### src/rtl/alu_issue_stage_pkg.sv
// Shared types and constants for the ALU issue stage: ALU operation encoding,
// RV32I opcode/funct7 constants and the decoder result bundle.
package alu_issue_stage_pkg;

  localparam int unsigned INSTR_W = 32;
  localparam int unsigned REG_W   = 5;

  typedef enum logic [3:0] {
    addALU  = 4'd0,
    subALU  = 4'd1,
    sllALU  = 4'd2,
    sltALU  = 4'd3,
    sltuALU = 4'd4,
    xorALU  = 4'd5,
    srlALU  = 4'd6,
    sraALU  = 4'd7,
    orALU   = 4'd8,
    andALU  = 4'd9
  } ALU_operation_t;

  localparam logic [6:0] OPC_OP     = 7'b0110011;
  localparam logic [6:0] OPC_OP_IMM = 7'b0010011;
  localparam logic [6:0] OPC_LUI    = 7'b0110111;
  localparam logic [6:0] OPC_AUIPC  = 7'b0010111;

  localparam logic [6:0] F7_BASE = 7'b0000000;
  localparam logic [6:0] F7_ALT  = 7'b0100000;

  typedef enum logic [1:0] {
    ASEL_ZERO = 2'd0,
    ASEL_RS1  = 2'd1,
    ASEL_PC   = 2'd2
  } a_sel_t;

  typedef enum logic [1:0] {
    BSEL_ZERO = 2'd0,
    BSEL_RS2  = 2'd1,
    BSEL_IMM  = 2'd2
  } b_sel_t;

  typedef struct packed {
    ALU_operation_t     op;
    a_sel_t             a_sel;
    b_sel_t             b_sel;
    logic [INSTR_W-1:0] imm;
    logic [REG_W-1:0]   rd;
    logic               reg_write;
    logic               illegal;
  } dec_t;

  // funct3 to operation for the funct7=0000000 encodings shared by OP and OP-IMM
  function automatic ALU_operation_t base_op(input logic [2:0] funct3);
    case (funct3)
      3'b000:  base_op = addALU;
      3'b001:  base_op = sllALU;
      3'b010:  base_op = sltALU;
      3'b011:  base_op = sltuALU;
      3'b100:  base_op = xorALU;
      3'b101:  base_op = srlALU;
      3'b110:  base_op = orALU;
      default: base_op = andALU;
    endcase
  endfunction

endpackage

### src/rtl/alu_issue_stage_decoder.sv
// Combinational RV32I integer decoder: instruction word to ALU operation,
// operand selects, immediate, destination and legality.
module alu_op_decoder
  import alu_issue_stage_pkg::*;
(
  input  logic [INSTR_W-1:0] instr,
  output dec_t               dec_c
);

  logic [6:0]         opcode;
  logic [2:0]         funct3;
  logic [6:0]         funct7;
  logic [INSTR_W-1:0] imm_i;
  logic [INSTR_W-1:0] imm_u;
  logic [INSTR_W-1:0] imm_sh;
  logic               bad;

  assign opcode = instr[6:0];
  assign funct3 = instr[14:12];
  assign funct7 = instr[31:25];
  assign imm_i  = {{20{instr[31]}}, instr[31:20]};
  assign imm_u  = {instr[31:12], 12'b0};
  assign imm_sh = {27'b0, instr[24:20]};

  always_comb begin
    dec_c    = '0;
    dec_c.op = addALU;
    bad      = 1'b0;

    case (opcode)
      OPC_OP: begin
        dec_c.a_sel = ASEL_RS1;
        dec_c.b_sel = BSEL_RS2;
        if (funct7 == F7_BASE) begin
          dec_c.op = base_op(funct3);
        end else if (funct7 == F7_ALT && funct3 == 3'b000) begin
          dec_c.op = subALU;
        end else if (funct7 == F7_ALT && funct3 == 3'b101) begin
          dec_c.op = sraALU;
        end else begin
          bad = 1'b1;
        end
      end
      OPC_OP_IMM: begin
        dec_c.a_sel = ASEL_RS1;
        dec_c.b_sel = BSEL_IMM;
        dec_c.op    = base_op(funct3);
        dec_c.imm   = imm_i;
        // shift-immediates carry shamt in [24:20] and a funct7 qualifier above it
        if (funct3 == 3'b001) begin
          dec_c.imm = imm_sh;
          bad       = (funct7 != F7_BASE);
        end else if (funct3 == 3'b101) begin
          dec_c.imm = imm_sh;
          if (funct7 == F7_ALT) begin
            dec_c.op = sraALU;
          end else begin
            bad = (funct7 != F7_BASE);
          end
        end
      end
      OPC_LUI: begin
        dec_c.a_sel = ASEL_ZERO;
        dec_c.b_sel = BSEL_IMM;
        dec_c.imm   = imm_u;
      end
      OPC_AUIPC: begin
        dec_c.a_sel = ASEL_PC;
        dec_c.b_sel = BSEL_IMM;
        dec_c.imm   = imm_u;
      end
      default: bad = 1'b1;
    endcase

    // illegal instructions still issue, but as a harmless 0+0 with no write-back
    if (bad) begin
      dec_c.op    = addALU;
      dec_c.a_sel = ASEL_ZERO;
      dec_c.b_sel = BSEL_ZERO;
      dec_c.imm   = '0;
    end

    dec_c.rd        = instr[11:7];
    dec_c.illegal   = bad;
    dec_c.reg_write = !bad && (instr[11:7] != 5'd0);
  end

endmodule

### src/rtl/alu_issue_stage.sv
// ID/EX issue stage: decodes RV32I integer instructions and registers the
// ALU request behind a valid/ready handshake with stall and flush.
module alu_issue_stage
  import alu_issue_stage_pkg::*;
#(
  parameter int unsigned XLEN  = 32,
  parameter int unsigned CNT_W = 32
) (
  input  logic                 clk,
  input  logic                 rst,
  input  logic                 id_valid,
  output logic                 id_ready,
  input  logic [INSTR_W-1:0]   instr,
  input  logic [XLEN-1:0]      pc,
  input  logic [XLEN-1:0]      rs1_data,
  input  logic [XLEN-1:0]      rs2_data,
  input  logic                 flush,
  output logic                 ex_valid,
  input  logic                 ex_ready,
  output ALU_operation_t       alu_op,
  output logic [XLEN-1:0]      alu_a,
  output logic [XLEN-1:0]      alu_b,
  output logic [REG_W-1:0]     rd,
  output logic                 reg_write,
  output logic                 illegal,
  output logic [CNT_W-1:0]     issued_count
);

  dec_t            dec_c;
  logic [XLEN-1:0] op_a_c;
  logic [XLEN-1:0] op_b_c;
  logic            accept_c;

  alu_op_decoder u_dec (
    .instr (instr),
    .dec_c (dec_c)
  );

  // the slot is free when empty or being drained this cycle
  assign id_ready = !ex_valid || ex_ready;
  assign accept_c = id_valid && id_ready && !flush;

  // operand muxes
  always_comb begin
    op_a_c = '0;
    op_b_c = '0;
    case (dec_c.a_sel)
      ASEL_RS1: op_a_c = rs1_data;
      ASEL_PC:  op_a_c = pc;
      default:  op_a_c = '0;
    endcase
    case (dec_c.b_sel)
      BSEL_RS2: op_b_c = rs2_data;
      BSEL_IMM: op_b_c = XLEN'(dec_c.imm);
      default:  op_b_c = '0;
    endcase
  end

  // pipeline register and issue counter; flush wins over accept and stall
  always_ff @(posedge clk or posedge rst) begin
    if (rst) begin
      ex_valid     <= 1'b0;
      alu_op       <= addALU;
      alu_a        <= '0;
      alu_b        <= '0;
      rd           <= '0;
      reg_write    <= 1'b0;
      illegal      <= 1'b0;
      issued_count <= '0;
    end else if (flush) begin
      ex_valid <= 1'b0;
    end else if (accept_c) begin
      ex_valid     <= 1'b1;
      alu_op       <= dec_c.op;
      alu_a        <= op_a_c;
      alu_b        <= op_b_c;
      rd           <= dec_c.rd;
      reg_write    <= dec_c.reg_write;
      illegal      <= dec_c.illegal;
      issued_count <= issued_count + CNT_W'(1);
    end else if (ex_ready) begin
      ex_valid <= 1'b0;
    end
  end

endmodule

### config.mk
export PLATFORM = sky130hd
export DESIGN_NAME = alu_issue_stage
export DESIGN_NICKNAME = d
export VERILOG_FILES = /design/src/rtl/alu_issue_stage_pkg.sv /design/src/rtl/alu_issue_stage_decoder.sv /design/src/rtl/alu_issue_stage.sv
export SDC_FILE = /design/constraint.sdc
export NUM_CORES = 1
export LEC_CHECK = 0
export ABC_AREA = 0
export BUFFER_PORTS_ARGS = -buffer_cell sky130_fd_sc_hd__buf_2
export CAP_MARGIN = 15
export CORE_ASPECT_RATIO = 2
export CORE_MARGIN = 3
export CORE_UTILIZATION = 40
export DETAILED_ROUTE_END_ITERATION = 8
export PLACE_DENSITY = 0.8
export SYNTH_ARGS = -nofsm -noshare
export SYNTH_HDL_FRONTEND = slang
export SYNTH_SLANG_ARGS = --single-unit
### constraint.sdc
create_clock -name clk -period 6.85 [get_ports clk]
set_input_delay 0.3425 -clock clk [delete_from_list [all_inputs] [get_ports clk]]
set_output_delay 0.3425 -clock clk [all_outputs]
set_load 0.01 [all_outputs]
==> results of run 1 <==
[stage by stage]
| stage | utilization, % | hold WS, ns | setup WS [ns] |
|---|---|---|---|
| 2_1_floorplan | - | 0.409 | 3.66 |
| 3_3_place_gp | 51.1 | 0.420 | 3.11 |
| 3_5_place_dp | 51.1 | 0.431 | 2.96 |
| 4_1_cts | 53.7 | 0.0548 | 3.31 |
| 5_1_grt | 54.2 | 0.0798 | 3.45 |
| 6_report | 54.2 | 0.0413 | 3.69 |
[per-layer routing]
metal | vias up | wire length [microns] | track usage [%]
li1 | 2255 | - | -
met1 | 2286 | 5750 | 24.9
met2 | 181 | 7940 | 37.3
met3 | 26 | 848 | 2.97
met4 | 0 | 461 | 9.23
met5 | - | 0 | 0
[layout make-up]
class | instances | area share (%)
flip-flops and latches | 108 | 39.7
diodes | 1 | 0.0368
clock inverters | 7 | 1.54
multi-input cells | 346 | 33.3
clock buffers | 9 | 3.31
repair buffers | 245 | 18.7
inverters | 11 | 0.643
well taps | 150 | 2.76
[cell usage in the layout, fill, tap and decap left out, types with 5 or more instances in the layout]
cell	synthesis	final
inv_1	9	8
buf_2	5	241
xor2_1	12	12
a22oi_1	39	39
o21ai_1	5	5
a21o_1	6	6
and4_1	5	5
and3_1	6	6
nand2_1	106	105
xnor2_1	21	21
clkbuf_16	0	9
a222oi_1	19	19
a22o_1	5	5
dfrtp_1	108	108
nand4_1	12	12
nand3_1	9	9
o31ai_1	32	32
nor2_1	21	21
ha_1	5	5
[Yosys cell counts, types with 6 or more instances]
library cell	count	area [sq um]
nand2_1	106	398
a21o_1	6	45.0
dfrtp_1	108	2700
o31ai_1	32	240
a22oi_1	39	293
xor2_1	12	105
a222oi_1	19	190
xnor2_1	21	184
nand4_1	12	75.1
nand3_1	9	45.0
and3_1	6	37.5
inv_1	9	33.8
nor2_1	21	78.8
clkbuf_1	20	75.1
[flip-flops by register name, summed over array words and instances (netlist names)]
register      flops
alu_a            32
alu_b            32
alu_op            4
ex_valid          1
illegal           1
issued_count     32
rd                5
reg_write         1
[critical path, stage by stage]
cell and delay (ns):
buf_2 0.13, nor4_2 0.38, a221oi_1 0.19, nor4_1 0.47, nand2_1 0.15, ha_1 0.29
or3_1 0.52, nor2_2 0.49, buf_8 0.24, a222oi_1 0.10, nand2_1 0.11
[power breakdown]
group	switching [W]	leakage (nW)	internal [W]	total, W
clock network	0.000246	0.159	0.000327	0.000572
registers	0.0000203	1.48	0.000657	0.000677
logic	0.0000882	2.05	0.0000661	0.000154
total	0.000354	3.69	0.00105	0.00140
[how the worst max path moves through the flow]
stage / start / end / slack, ns / cells past startpoint
3_3_place_gp: instr[31] / alu_b[14]$_DFFE_PP0P_ / 3.11 / 10
5_1_grt: instr[31] / alu_b[18]$_DFFE_PP0P_ / 3.45 / 10
6_report: instr[31] / alu_b[18]$_DFFE_PP0P_ / 3.69 / 11
3_5_place_dp: instr[31] / alu_b[26]$_DFFE_PP0P_ / 2.96 / 10
2_1_floorplan: rst / alu_a[0]$_DFFE_PP0P_ / 3.66 / 1
4_1_cts: instr[31] / alu_b[26]$_DFFE_PP0P_ / 3.31 / 10
[cell families after synthesis]
family / Yosys count / synth area share (%)
xor gates and xnor gates: 33 / 5.61
buffers and inverters: 43 / 3.69
muxes: 1 / 0.219
and+or+nand+nor: 189 / 18.6
DFF: 108 / 52.5
AOI/OAI and AO/OA: 118 / 18.2
adders and majority gates: 5 / 1.21
==> summary.txt, run 1 <==
Run status
  – Outcome: complete, no violations

STA
  – Max Clock Skew: between 0.01 and 0.015 ns
  – Worst-margin pin slew: around 1.1 ns
  – RSZ-0062 raised after global routing: no
  – Worst rel slew slack: 23.5%
  – Tmin final: 3.16 ns
  – Setup TNS: 0 ns
  – Maximum clock frequency: between 300 and 400 MHz
  – Fin. Hold Viols: 0
  – Tcrit/Tclk final: between 40% and 50%
  – # setup viols final: 0
  – Final Slew Violations: 0

Critical path
  – Reg2Reg Setup Slack: about 4.7 ns
  – CP Launch Type: primary input
  – Critical path arrival: 3.43 ns
  – Worst r2r dst: alu_b[18]$_DFFE_PP0P_
  – Critical Path End Type: flop
  – Worst R2R Start: ex_valid$_DFFE_PP0P_
  – Req. time, crit path: 7.12 ns
  – Crit Path Max Fanout: 20
  – Cell depth of the worst flop-to-flop path: 6
  – Crit Path Class: in -> reg

CTS
  – Post_cts resized: 0
  – Clock-pin slew on the worst setup and hold paths: about 0.07 ns
  – Clk buf depth: 2
  – Clock latency on the worst-skew pair: 0.35 ns
  – CTS buffer count: 9
  – Post-CTS Setup Bufs: 0
  – H-tree levels: 3
  – CTS root buf: clkbuf_16
  – Cts hold-fix bufs: 0
  – CTS tree: built
  – Clock Sinks: 108

Cells and area
  – NumNets Final: 859
  – Fill cell count: around 1200
  – Layout cells sized above 1: between 30% and 40%
  – FF+latch area: 2700 sq um
  – Multi-input logic area: approximately 2300 sq um
  – Final instance area: 6810 sq um
  – Final cell count without fillers: between 800 and 900
  – Area Overhead vs Synth: 32.2%

Route
  – Drt total wl: approximately 15000 microns
  – Antenna-violating nets left: 0
  – Drt wl/cell: ~17 microns
  – # DRC: 0
  – Drt pass-1 iters: 6
  – Initial detailed-routing violation count: 302
  – Via Count: between 4000 and 5000
  – Post-DR vias/cell: 5.41

Place
  – DP HPWL: between 10000 and 15000 microns
  – Placed Area: 6410 sq um
  – Placed insts: roughly 860
  – Gpl congestion: around 0.85
  – I/O Buffers: approximately 240

Logic synthesis
  – Mean Syn Cell Area: approximately 10 sq um
  – Synth warn: 0
  – Post-synthesis cell count: ~500
  – Number of synthesized register bits: roughly 110
  – Seq/Total Area, Yosys: around 52%
  – Yosys cell types: 50
  – Asr flop ratio synth: 100%
  – Post-synth net total: roughly 640
  – Post-synth EDFFs: 0
  – Main synth FF type: dfrtp_1
  – Synthesized area: between 5000 and 6000 sq um

Pwr
  – LEAKAGE: roughly 3.7 nW
  – Pwr Total: between 0.001 and 0.0015 W
  – Peak supply drop: approximately 0.13 mV
  – Cell area power density: a little over 200 nW/um^2

Die
  – CORE AREA: about 13000 sq um
  – Height of the die: 166 microns
  – # IOs: 242
  – Cell row count: between 50 and 60
  – Starting density of the core: 41.0%
  – Die Footprint: ~14000 sq um
  – Die Wd: roughly 86 microns

Global routing
  – Total grt overflow: 0
  – Initial antenna violation count: 1
  – Pin count of the biggest net entering global routing: 111
  – Global-route wire length before repair: between 20000 and 25000 microns
  – Vias in the first global route: 4663
  – Gr usage total: between 20% and 30%

Worst hold path
  – HP Class: in -> async

Job
  – Max_cap viols: 0
(Power assumes the default switching activity.)
==> run 2: changes to the inputs <==
--- a/config.mk
+++ b/config.mk
@@ -5,14 +5,14 @@
 export SDC_FILE = /design/constraint.sdc
 export NUM_CORES = 1
 export LEC_CHECK = 0
-export ABC_AREA = 0
+export ABC_AREA = 1
 export BUFFER_PORTS_ARGS = -buffer_cell sky130_fd_sc_hd__buf_2
 export CAP_MARGIN = 15
 export CORE_ASPECT_RATIO = 2
 export CORE_MARGIN = 3
 export CORE_UTILIZATION = 40
 export DETAILED_ROUTE_END_ITERATION = 8
-export PLACE_DENSITY = 0.8
+export PLACE_DENSITY = 0.78
 export SYNTH_ARGS = -nofsm -noshare
 export SYNTH_HDL_FRONTEND = slang
 export SYNTH_SLANG_ARGS = --single-unit
==> constraint.sdc (replaced) <==
create_clock -name clk -period 3.3 [get_ports clk]
set_input_delay 0.165 -clock clk [delete_from_list [all_inputs] [get_ports clk]]
set_output_delay 0.165 -clock clk [all_outputs]
set_load 0.01 [all_outputs]
==> summary.txt, run 2 <==
Run status
  – Outcome: complete, no violations

CTS
  – Cts hold-fix bufs: 2 (+2)
  – CTS root buf: clkbuf_16
  – Clock-pin slew on the worst setup and hold paths: 0.07 ns (about the same)
  – Clk buf depth: 2 (unchanged)
  – Clock latency on the worst-skew pair: 0.35 ns (about the same)
  – CTS tree: built
  – Clock Sinks: 108 (unchanged)
  – CTS buffer count: 9 (unchanged)
  – H-tree levels: 3 (unchanged)
  – Post-CTS Setup Bufs: 0 (unchanged)
  – Post_cts resized: 0 (unchanged)

Die
  – # IOs: 242 (unchanged)
  – Starting density of the core: 41.0% (about the same)
  – Die Wd: 91.8 microns (+6.4%)
  – CORE AREA: 14400 sq um (+14%)
  – Cell row count: 62 (+6.9%)
  – Die Footprint: 16300 sq um (+13%)
  – Height of the die: 178 microns (+6.6%)

Pwr
  – Peak supply drop: 0.234 mV (+80%)
  – Power share of the clock group: 37.4% (-3.4 points)
  – Cell area power density: 362 nW/um^2 (+76%)
  – Flop pwr share: 51.3% (+3.1 points)
  – NetSw: 0.000737 W (+110%)
  – Internal: 0.00201 W (+92%)
  – Comb power frac: 11.3% (+0.3 points)
  – LEAKAGE: 4.25 nW (+15%)
  – Sw frac: 26.8% (+1.5 points)

Critical path
  – Worst path cell trace: buf_2 > nand2_1 > nor3_4 > nand2_4 > nand2_2 > nand3_4 > inv_2 > nand2_1 > inv_1 > ha_1 > nand2_1 > o21ai_0 > a22o_1
  – Critical Path End Type: flop
  – CP peak stage delay: 0.88 ns (+0.36 ns)
  – Critical path arrival: 2.71 ns (-0.72 ns)
  – Crit Path Class: in -> reg
  – CP max stage cell: ha_1
  – Crit Path Max Fanout: 32 (+60%)
  – CP Launch Type: primary input
  – Req. time, crit path: 3.59 ns (-3.53 ns)
  – Cell depth of the worst flop-to-flop path: 10 (+4)
  – CP most frequent cell: nand2_1

Logic synthesis
  – Synthesized area: 5890 sq um (+14%)
  – Mean Syn Cell Area: 7.70 sq um (-26%)
  – Synth warn: 0 (unchanged)
  – Top-area cell type share of the netlist area: 45.9% (-6.5 points)
  – Main synth FF type: dfrtp_1
  – Commonest cells post-synth: 273 x nand2_1, 108 x dfrtp_1, 92 x inv_1, 56 x o21ai_0, 40 x nor2_1
  – Most common cell in the synthesized netlist: nand2_1
  – Number of synthesized register bits: 108 (unchanged)
  – Seq/Total Area, Yosys: 45.9% (-6.5 points)
  – Post-synthesis cell count: 764 (+54%)
  – Synth top area cells: dfrtp_1 46%, nand2_1 17%, inv_1 5.9%
  – Yosys cell types: 35 (-30%)
  – Post-synth net total: 902 (+42%)
  – Asr flop ratio synth: 100% (unchanged)
  – Yosys top cell by area: dfrtp_1
  – Post-synth EDFFs: 0 (unchanged)

Route
  – Drt pass-1 iters: 6 (unchanged)
  – Post-DR vias/cell: 4.87 (-10%)
  – Met2 WL post-DR: 9380 microns (+18%)
  – Via Count: 5811 (+22%)
  – Drt total wl: 17300 microns (+15%)
  – Drt wl/cell: 14.5 microns (-15%)
  – Met3 wire length: 949 microns (+12%)
  – Wl on met1: 6110 microns (+6.1%)
  – Initial detailed-routing violation count: 313 (+3.6%)
  – Antenna-violating nets left: 0 (unchanged)
  – # DRC: 0 (unchanged)
  – DR top layer: met4

STA
  – Worst-margin pin slew: 1.11 ns (-0.0394 ns)
  – RSZ-0062 raised after global routing: no
  – # setup viols final: 0 (unchanged)
  – Maximum clock frequency: between 400 and 500 MHz
  – Worst rel slew slack: 26.2% (+2.6 points)
  – Tmin final: 2.42 ns
  – Setup TNS: 0 ns (unchanged)
  – Max Clock Skew: 0.00741 ns (-0.00450 ns)
  – Final Slew Violations: 0 (unchanged)
  – Tcrit/Tclk final: between 70% and 80%
  – Fin. Hold Viols: 0 (unchanged)

Global routing
  – Initial antenna violation count: 1 (unchanged)
  – Vias in the first global route: 5635 (+21%)
  – Global-route wire length before repair: 27000 microns (+13%)
  – Total grt overflow: 0 (unchanged)
  – Pin count of the biggest net entering global routing: 62 (-44%)
  – Gr usage total: 20.9% (-0.20 points)

Job
  – Max_cap viols: 0 (unchanged)

Place
  – Gpl congestion: 0.895 (+5.7%)
  – DP HPWL: 13400 microns (+19%)
  – I/O Buffers: 241 (unchanged)
  – Placed Area: 7270 sq um (+13%)

Cells and area
  – Layout cells sized above 1: 30.5% (-8.1 points)
  – Final instance area: 7600 sq um (+12%)
  – Top flop regs: alu_a: 32 flops, alu_b: 32 flops, issued_count: 32 flops
  – Commonest cells after routing, fill and taps aside: 273 x nand2_1, 241 x buf_2, 108 x dfrtp_1
  – Area Overhead vs Synth: 29.1%
  – NumNets Final: 1133 (+32%)
  – Final Core Density: 52.9% (-1.3 points)
  – Most common cell after layout, fill and taps aside: nand2_1

Worst hold path
  – Hold Path Stages: 3
  – HP Class: in -> reg
## run 2: cell count changes after synthesis, sizes merged, moves of 8 or more
cell	before	now
nand2	107	286
inv	11	97
o21ai	9	61
a22oi	39	0
nor2	22	51
a22o	5	33
o31ai	32	6
a222oi	19	0
nand3	9	23
xnor2	21	12
a21oi	2	10
## run 2: cells by family after synthesis
logic type | count (synthesis) | synth area share, %
fa+ha+maj | 5 | 1.06
flops | 108 | 45.9
buf+inv | 128 | 8.33
xor+xnor | 24 | 3.57
simple gates | 386 | 29.0
compound gates | 113 | 12.1
## run 2: final timing paths
path,slack [ns],end,start
hold reg to reg,0.48,alu_b[25]$_DFFE_PP0P_,alu_b[25]$_DFFE_PP0P_
max in group asynchronous,1.95,alu_b[11]$_DFFE_PP0P_,rst
setup / recovery,0.88,alu_b[11]$_DFFE_PP0P_,instr[1]
min in group asynchronous,0.48,issued_count[12]$_DFFE_PP0P_,rst
setup reg to reg,1.32,issued_count[21]$_DFFE_PP0P_,ex_valid$_DFFE_PP0P_
hold / removal,0.02,rd[3]$_DFFE_PP0P_,instr[10]
## run 2: critical path, delay by kind of cell
family          cells  cell delay [ns]
compound gates      2             0.32
simple gates        7             1.12
buf+inv             3             0.20
fa+ha+maj           1             0.88
## run 2: stage by stage
| stage | worst slack [ns] | std cells | hold WS [ns] | power [W] |
|---|---|---|---|---|
| after detailed placement | 0.378 | 1173 | 0.351 | 0.00175 |
| after global placement | 0.491 | 1173 | 0.346 | 0.00174 |
| after floorplan | 0.289 | 764 | 0.228 | 0.00157 |
| final | 0.881 | 1193 | 0.0227 | 0.00275 |
| after global routing | 0.555 | 1193 | 0.0265 | 0.00287 |
| after CTS | 0.743 | 1191 | 0.0149 | 0.00278 |
## run 2: final cells by class
| cell class | instances | area [sq um] |
|---|---|---|
| antenna | 1 | 2.50 |
| clock buffer | 10 | 229 |
| clock inverter | 6 | 45.0 |
| fill | 1405 | 6760 |
| inverter | 98 | 373 |
| multi-input combinational | 528 | 2700 |
| sequential | 108 | 2700 |
| tap | 192 | 240 |
| timing repair buffer | 250 | 1310 |
## run 2: metal layers
metal / track usage [%] / vias to the layer above
met4: 11.8 / 0
li1: - / 2871
met3: 3.86 / 53
met5: 0 / -
met1: 21.9 / 2684
met2: 38.6 / 203
## run 2: power groups by stage
| stage | combinational [W] | sequential [W] | clock, W |
|---|---|---|---|
| after floorplan | 0.000124 | 0.00145 | 0 |
| final | 0.000311 | 0.00141 | 0.00103 |
| after detailed placement | 0.000312 | 0.00143 | 0 |
| after CTS | 0.000316 | 0.00141 | 0.00105 |
| after global routing | 0.000347 | 0.00142 | 0.00110 |
| after global placement | 0.000307 | 0.00143 | 0 |
